## config.mk

```make
export PLATFORM = sky130hd
export DESIGN_NAME = ftl_wbs_resp
export DESIGN_NICKNAME = d
export VERILOG_FILES = /design/src/rtl/ftl_wbs_resp_pkg.sv /design/src/rtl/ftl_wbs_resp_synch_3.sv /design/src/rtl/ftl_wbs_resp.sv
export SDC_FILE = /design/constraint.sdc
export NUM_CORES = 1
export LEC_CHECK = 0
export ABC_AREA = 1
export CORE_MARGIN = 1
export CORE_UTILIZATION = 41
export DETAILED_ROUTE_END_ITERATION = 8
export PLACE_DENSITY_LB_ADDON = 0.05
export SYNTH_ARGS = -nofsm -noshare
export SYNTH_HDL_FRONTEND = slang
export SYNTH_SLANG_ARGS = --single-unit
export TNS_END_PERCENT = 50
```

## constraint.sdc

```tcl
create_clock -name clk_50 -period 1.9 [get_ports clk_50]
set_clock_uncertainty 0.1 [all_clocks]
set_input_delay 0.38 -clock clk_50 [delete_from_list [all_inputs] [get_ports clk_50]]
set_output_delay 0.38 -clock clk_50 [all_outputs]
set_load 0.01 [all_outputs]
```

## src/rtl/ftl_wbs_resp_pkg.sv

```systemverilog
// Shared constants and state encoding for the block-switch responder.
package ftl_wbs_resp_pkg;

    // NAND block size in bytes; the cache holds one block as 32-bit words.
    localparam int unsigned NAND_BLOCK_SIZE = 32'd2048;

    // cached_block value meaning "nothing resident".
    localparam logic [9:0] INVALID_BLOCK = 10'h3FF;

    typedef enum logic [2:0] {
        ST_IDLE     = 3'd0,
        ST_FL_ADDR  = 3'd1,
        ST_FL_WAIT  = 3'd2,
        ST_FL_PUSH  = 3'd3,
        ST_FL_DONE  = 3'd4,
        ST_LOAD_REQ = 3'd5,
        ST_LOAD     = 3'd6,
        ST_COMPLETE = 3'd7
    } state_e;

endpackage

```

## src/rtl/ftl_wbs_resp_synch_3.sv

```systemverilog
// Three-flop resynchroniser for asynchronous level signals entering clk_50.
module ftl_wbs_resp_synch_3 #(
    parameter int unsigned WIDTH = 1
) (
    input  logic             clk,
    input  logic             reset_n,
    input  logic [WIDTH-1:0] d,
    output logic [WIDTH-1:0] q
);

    logic [WIDTH-1:0] s1_q;
    logic [WIDTH-1:0] s2_q;
    logic [WIDTH-1:0] s3_q;

    // Shift the asynchronous level through three stages to settle metastability
    always_ff @(posedge clk) begin
        if (!reset_n) begin
            s1_q <= {WIDTH{1'b0}};
            s2_q <= {WIDTH{1'b0}};
            s3_q <= {WIDTH{1'b0}};
        end else begin
            s1_q <= d;
            s2_q <= s1_q;
            s3_q <= s2_q;
        end
    end

    assign q = s3_q;

endmodule

```

## src/rtl/ftl_wbs_resp.sv

```systemverilog
// Block-switch responder: flushes the dirty cached block from cache BRAM
// port B to the logical store, loads the requested block, then signals done.
// Optional build macro FTL_WBS_RESP_HIT_SKIP_EN: a request for the block that
// is already resident completes immediately without store traffic.
module ftl_wbs_resp
    import ftl_wbs_resp_pkg::*;
#(
    parameter int unsigned BLOCK_WORDS = NAND_BLOCK_SIZE / 32'd4
) (
    input  logic        clk_50,
    input  logic        reset_n,
    input  logic        wb_read,
    input  logic        wb_write,
    input  logic [9:0]  wb_block,
    output logic        wb_ack,
    output logic        wb_done,
    output logic [15:0] bram_ftl_addr,
    output logic        bram_ftl_wren,
    output logic [31:0] bram_ftl_data,
    input  logic [31:0] bram_ftl_q,
    output logic [9:0]  ls_block,
    output logic        ls_rd_req,
    output logic        ls_wr_req,
    output logic [31:0] ls_wdata,
    output logic        ls_wvalid,
    input  logic        ls_wready,
    input  logic [31:0] ls_rdata,
    input  logic        ls_rvalid,
    input  logic        ls_done,
    output logic [9:0]  cached_block,
    output logic        dirty
);

    // One extra bit so the counter can hold BLOCK_WORDS itself ("all loaded").
    localparam int unsigned   CW       = $clog2(BLOCK_WORDS) + 1;
    localparam logic [CW-1:0] CNT_ZERO = CW'(0);
    localparam logic [CW-1:0] CNT_ONE  = CW'(1);
    localparam logic [CW-1:0] CNT_LAST = CW'(BLOCK_WORDS - 1);
    localparam logic [CW-1:0] CNT_FULL = CW'(BLOCK_WORDS);

    logic [1:0] req_raw_s;
    logic [1:0] req_sync_s;
    logic       hit_s;

    state_e        state_q, state_d;
    logic          wb_ack_q, wb_ack_d;
    logic          wb_done_q, wb_done_d;
    logic [15:0]   addr_q, addr_d;
    logic          wren_q, wren_d;
    logic [31:0]   bram_data_q, bram_data_d;
    logic [9:0]    ls_block_q, ls_block_d;
    logic          ls_rd_req_q, ls_rd_req_d;
    logic          ls_wr_req_q, ls_wr_req_d;
    logic [31:0]   ls_wdata_q, ls_wdata_d;
    logic          ls_wvalid_q, ls_wvalid_d;
    logic [9:0]    cached_q, cached_d;
    logic          dirty_q, dirty_d;
    logic [9:0]    blk_q, blk_d;
    logic          op_write_q, op_write_d;
    logic [CW-1:0] cnt_q, cnt_d;

    // bit 1 = write, bit 0 = read; write wins when both are seen
    assign req_raw_s = {wb_write, wb_read};

    ftl_wbs_resp_synch_3 #(.WIDTH(2)) u_req_sync (
        .clk     (clk_50),
        .reset_n (reset_n),
        .d       (req_raw_s),
        .q       (req_sync_s)
    );

`ifdef FTL_WBS_RESP_HIT_SKIP_EN
    assign hit_s = (wb_block == cached_q) && (cached_q != INVALID_BLOCK);
`else
    assign hit_s = 1'b0;
`endif

    // Next-state and next-output computation for the block-switch sequence
    always_comb begin
        state_d     = state_q;
        wb_ack_d    = wb_ack_q;
        wb_done_d   = wb_done_q;
        addr_d      = addr_q;
        wren_d      = 1'b0;
        bram_data_d = bram_data_q;
        ls_block_d  = ls_block_q;
        ls_rd_req_d = ls_rd_req_q;
        ls_wr_req_d = ls_wr_req_q;
        ls_wdata_d  = ls_wdata_q;
        ls_wvalid_d = ls_wvalid_q;
        cached_d    = cached_q;
        dirty_d     = dirty_q;
        blk_d       = blk_q;
        op_write_d  = op_write_q;
        cnt_d       = cnt_q;

        case (state_q)
            ST_IDLE: begin
                if (req_sync_s != 2'b00) begin
                    wb_ack_d   = 1'b1;
                    blk_d      = wb_block;
                    op_write_d = req_sync_s[1];
                    if (hit_s) begin
                        dirty_d   = dirty_q | req_sync_s[1];
                        wb_done_d = 1'b1;
                        state_d   = ST_COMPLETE;
                    end else if (dirty_q) begin
                        // addr is presented during FL_ADDR so q is ready in FL_WAIT
                        cnt_d       = CNT_ZERO;
                        addr_d      = 16'd0;
                        ls_wr_req_d = 1'b1;
                        ls_block_d  = cached_q;
                        state_d     = ST_FL_ADDR;
                    end else begin
                        state_d = ST_LOAD_REQ;
                    end
                end else begin
                    state_d = ST_IDLE;
                end
            end
            ST_FL_ADDR: begin
                state_d = ST_FL_WAIT;
            end
            ST_FL_WAIT: begin
                ls_wdata_d  = bram_ftl_q;
                ls_wvalid_d = 1'b1;
                state_d     = ST_FL_PUSH;
            end
            ST_FL_PUSH: begin
                if (ls_wready) begin
                    ls_wvalid_d = 1'b0;
                    cnt_d       = cnt_q + CNT_ONE;
                    if (cnt_q == CNT_LAST) begin
                        state_d = ST_FL_DONE;
                    end else begin
                        addr_d  = 16'(cnt_q + CNT_ONE);
                        state_d = ST_FL_ADDR;
                    end
                end else begin
                    state_d = ST_FL_PUSH;
                end
            end
            ST_FL_DONE: begin
                if (ls_done) begin
                    ls_wr_req_d = 1'b0;
                    dirty_d     = 1'b0;
                    state_d     = ST_LOAD_REQ;
                end else begin
                    state_d = ST_FL_DONE;
                end
            end
            ST_LOAD_REQ: begin
                ls_rd_req_d = 1'b1;
                ls_block_d  = blk_q;
                cnt_d       = CNT_ZERO;
                state_d     = ST_LOAD;
            end
            ST_LOAD: begin
                // words beyond the block size are dropped, never written
                if (ls_rvalid && (cnt_q != CNT_FULL)) begin
                    wren_d      = 1'b1;
                    addr_d      = 16'(cnt_q);
                    bram_data_d = ls_rdata;
                    cnt_d       = cnt_q + CNT_ONE;
                end else begin
                    cnt_d = cnt_q;
                end
                // a done pulse before the block is complete is ignored
                if (ls_done && (cnt_d == CNT_FULL)) begin
                    ls_rd_req_d = 1'b0;
                    cached_d    = blk_q;
                    dirty_d     = op_write_q;
                    wb_done_d   = 1'b1;
                    state_d     = ST_COMPLETE;
                end else begin
                    state_d = ST_LOAD;
                end
            end
            ST_COMPLETE: begin
                if (req_sync_s == 2'b00) begin
                    wb_done_d = 1'b0;
                    wb_ack_d  = 1'b0;
                    state_d   = ST_IDLE;
                end else begin
                    state_d = ST_COMPLETE;
                end
            end
            default: begin
                state_d = ST_IDLE;
            end
        endcase
    end

    // State and output registers with synchronous active-low reset
    always_ff @(posedge clk_50) begin
        if (!reset_n) begin
            state_q     <= ST_IDLE;
            wb_ack_q    <= 1'b0;
            wb_done_q   <= 1'b0;
            addr_q      <= 16'd0;
            wren_q      <= 1'b0;
            bram_data_q <= 32'd0;
            ls_block_q  <= 10'd0;
            ls_rd_req_q <= 1'b0;
            ls_wr_req_q <= 1'b0;
            ls_wdata_q  <= 32'd0;
            ls_wvalid_q <= 1'b0;
            cached_q    <= INVALID_BLOCK;
            dirty_q     <= 1'b0;
            blk_q       <= 10'd0;
            op_write_q  <= 1'b0;
            cnt_q       <= CNT_ZERO;
        end else begin
            state_q     <= state_d;
            wb_ack_q    <= wb_ack_d;
            wb_done_q   <= wb_done_d;
            addr_q      <= addr_d;
            wren_q      <= wren_d;
            bram_data_q <= bram_data_d;
            ls_block_q  <= ls_block_d;
            ls_rd_req_q <= ls_rd_req_d;
            ls_wr_req_q <= ls_wr_req_d;
            ls_wdata_q  <= ls_wdata_d;
            ls_wvalid_q <= ls_wvalid_d;
            cached_q    <= cached_d;
            dirty_q     <= dirty_d;
            blk_q       <= blk_d;
            op_write_q  <= op_write_d;
            cnt_q       <= cnt_d;
        end
    end

    assign wb_ack        = wb_ack_q;
    assign wb_done       = wb_done_q;
    assign bram_ftl_addr = addr_q;
    assign bram_ftl_wren = wren_q;
    assign bram_ftl_data = bram_data_q;
    assign ls_block      = ls_block_q;
    assign ls_rd_req     = ls_rd_req_q;
    assign ls_wr_req     = ls_wr_req_q;
    assign ls_wdata      = ls_wdata_q;
    assign ls_wvalid     = ls_wvalid_q;
    assign cached_block  = cached_q;
    assign dirty         = dirty_q;

endmodule

```

==> impl_metrics.csv <==
group,metric,value,unit
outcome,status,"finished with violations",
outcome,violations,"setup timing",
clock_tree,cts_root_buf,"clkbuf_16",
clock_tree,cts-buffers-inserted,17,
setup_path,max_stage_delay,0.39,ns
layout,nNetsFinal,1069,
setup_path,crit_chain,"inv_4 > ha_4 > nand2_2 > nor2_4 > nand2_4 > nand3_1 > nand2_2 > nand2_2 > nor2_2 > nand3_2 > nor2_4 > buf_6 > buf_12 > a21oi_1 > nor2_1",
run,maxCapViolations,0,
timing,finalSetupViolations,27,
place,port_buffers,182,
clock_tree,cts_buffer_depth,2,
detailed_routing,vias,5956,
setup_path,crit_top_cell,"nand2_2",
logic_synthesis,syn_avg_cell_area,7.313,um2
setup_path,crit_path_start_kind,"flop",
setup_path,r2r-end,"dirty$_SDFFE_PN0P_",
floorplanning,die_w,118.6,um
pwr,p_leak,0.003635,uW
logic_synthesis,syn-instance-count,762,
logic_synthesis,synth_edf_count,0,
global_routing,grt_pass1_vias,5654,
place,dp_hpwl,11.42,mm
setup_path,critPathKind,"reg -> reg",
detailed_routing,drcViolationCount,0,
setup_path,path_max_fanout,7,
clock_tree,cts_hold_buf,0,
layout,final_cell_mix,"179 x clkdlybuf4s50_1, 142 x nand2_1, 126 x dfxtp_1, 99 x nor2_1, 72 x o21ai_0",
floorplanning,core_area,13240,um2
logic_synthesis,netlist_area,5573,um2
timing,holdWs,0.3120,ns
layout,antenna_cells,0,
place,placed_area,7826,um2
setup_path,required,2.15,ns
setup_path,cp-end-kind,"flop",
detailed_routing,via_per_inst,5.073,
setup_path,regToRegStartpoint,"cnt_q[0]$_SDFFE_PN0P_",
min_path,hp-class,"reg -> reg",
timing,worst_slack,-0.2124,ns
global_routing,grt_pass1_wl,27.80,mm
timing,min_period_over_period,1.112,
logic_synthesis,ys_warn_count,0,
timing,period_needed,2.112,ns
clock_tree,htree_levels,4,
logic_synthesis,synthFlopType,"dfxtp_1",
pwr,p_per_area,1221,nW/um2
layout,final_cell_area,8785,um2
timing,finalHoldViolCount,0,
detailed_routing,dr.pass1.iters,4,
timing,rsz0062_at_grt,"yes",
setup_path,r2r_cells,15,
floorplanning,io_pins,188,
floorplanning,dieArea,14060,um2
detailed_routing,ant_nets,0,
setup_path,r2r_slack,-0.21,ns
global_routing,grt_max_degree,93,
clock_tree,clock_latency,0.42,ns
setup_path,worstPathArrival,2.37,ns
place,gp_congestion,0.9233,
clock_tree,cts.sinks,132,
logic_synthesis,ys_ff_latch,132,
global_routing,antenna_found_initial,0,
layout,area_delta_synth_final,57.63,%
setup_path,crit_end,"dirty$_SDFFE_PN0P_",
logic_synthesis,yosysSeqAreaShare,0.4742,
setup_path,critPathSlowestCell,"dfxtp_4",
timing,tns,-3.070,ns
global_routing,grt-ovfl-total,0,
detailed_routing,drt_iter0_markers,383,
clock_tree,path_clk_slew,0.06,ns
floorplanning,initial_core_util,0.4208,
pwr,ir_drop,704.6,uV
clock_tree,cts_tree,"built",
global_routing,groute.usage.overall,0.2473,
logic_synthesis,netlist-cell-type-count,35,
layout,layout_commonest_cell,"clkdlybuf4s50_1",
floorplanning,die_h,118.6,um
floorplanning,rows,42,
detailed_routing,wl,17.15,mm
layout,fillers,1128,
setup_path,cp-startpoint,"cnt_q[0]$_SDFFE_PN0P_",
detailed_routing,wl_per_cell,14.61,um
logic_synthesis,synth-async-reset-ratio,0,
layout,drive_gt1_frac,0.1774,
timing,fmax,473.4,MHz
layout,fin_util,0.6634,
timing,drv_slew,0,
pwr,power,10730,uW
[where the power goes]
part / internal [uW] / total (uW) / switching, uW
Sequential: 3270 / 3580 / 303
Clock: 1970 / 3170 / 1210
Combinational: 1920 / 3980 / 2050
[area by class of cell]
type / count / area, um2 / area share
Sequential cell: 132 / 2655 / 0.3022
Multi-Input combinational cell: 532 / 2644 / 0.3010
Timing Repair Buffer: 254 / 2504 / 0.2850
Clock buffer: 24 / 501.7 / 0.05711
Tap cell: 176 / 220.2 / 0.02507
Inverter: 49 / 188.9 / 0.02151
Clock inverter: 7 / 71.32 / 0.008118
[sequential cells by signal, summed over array words and instances (netlist names), 2 cells and up]
register         flops
blk_q               10
bram_ftl_addr       11
bram_ftl_data       32
cached_block        10
cnt_q               10
ls_block            10
ls_wdata            32
state_q              3
u_req_sync.q         2
u_req_sync.s1_q      2
u_req_sync.s2_q      2
[metrics by stage]
stage                     instances  setup WS [ns]
after global placement         1124        -0.3384
after CTS                      1171        -0.1810
after global routing           1174        -0.3194
final                          1174        -0.2124
after floorplan                 766       0.002322
after detailed placement       1124        -0.3937
[critical path: cells and delay by family (launching register included)]
family,cells,cell delay [ns]
simple gates,10,1.07
buf+inv,3,0.27
fa+ha+maj,1,0.16
compound gates,1,0.04
flops,1,0.39
[how the worst min path moves through the flow]
stage | start | endpoint | slack (ns) | cells after the start
5_1_grt | u_req_sync.s1_q[1]$_SDFF_PN0_ | u_req_sync.s2_q[1]$_SDFF_PN0_ | 0.33 | 2
2_1_floorplan | u_req_sync.s2_q[0]$_SDFF_PN0_ | u_req_sync.q[0]$_SDFF_PN0_ | 0.29 | 2
3_3_place_gp | u_req_sync.s2_q[1]$_SDFF_PN0_ | u_req_sync.q[1]$_SDFF_PN0_ | 0.29 | 2
3_5_place_dp | u_req_sync.s1_q[0]$_SDFF_PN0_ | u_req_sync.s2_q[0]$_SDFF_PN0_ | 0.30 | 2
4_1_cts | u_req_sync.s2_q[1]$_SDFF_PN0_ | u_req_sync.q[1]$_SDFF_PN0_ | 0.31 | 2
6_report | u_req_sync.s1_q[1]$_SDFF_PN0_ | u_req_sync.s2_q[1]$_SDFF_PN0_ | 0.31 | 2
[synthesized netlist by cell type, types with 5 or more instances]
| cell type | count | share of area |
|---|---|---|
| inv_1 | 44 | 0.030 |
| buf_2 | 5 | 0.0045 |
| nand3_1 | 73 | 0.066 |
| buf_4 | 6 | 0.0081 |
| o21ai_0 | 72 | 0.065 |
| a21oi_1 | 38 | 0.034 |
| o21ai_1 | 8 | 0.0072 |
| dfxtp_1 | 132 | 0.47 |
| nor2_1 | 107 | 0.072 |
| nor2_4 | 5 | 0.010 |
| clkbuf_1 | 38 | 0.026 |
| nand2_1 | 159 | 0.11 |
| a31oi_1 | 30 | 0.034 |
| buf_6 | 5 | 0.010 |
[metal layers]
layer | share of wire | vias to the layer above | routed length [um] | track usage
met4 | 0.021 | 0 | 353 | 0.09494
li1 | - | 2953 | - | -
met5 | 0 | - | 0 | 0
met3 | 0.052 | 28 | 888 | 0.07046
met1 | 0.43 | 2791 | 7393 | 0.2952
met2 | 0.50 | 184 | 8513 | 0.4181
[timing repair]
item	CTS	global route
pin swaps	7	6
setup buffers	13	2
endpoints found under the setup margin	26	54
gates cloned	3	1
gates resized for setup	43	21
[cells by family (layout without fill, tap and decap cells)]
| group | after synthesis | in the layout | synth area share |
|---|---|---|---|
| flip-flops | 132 | 132 | 0.4742 |
| adder cells (fa/ha/maj) | 2 | 2 | 0.004490 |
| AND/OR/NAND/NOR | 369 | 370 | 0.2890 |
| AO/OA/AOI/OAI | 154 | 154 | 0.1489 |
| buffers and inverters | 103 | 334 | 0.08127 |
| XOR/XNOR | 1 | 1 | 0.001572 |
| other | 1 | 5 | 0.0006729 |
(Power assumes the default switching activity.)
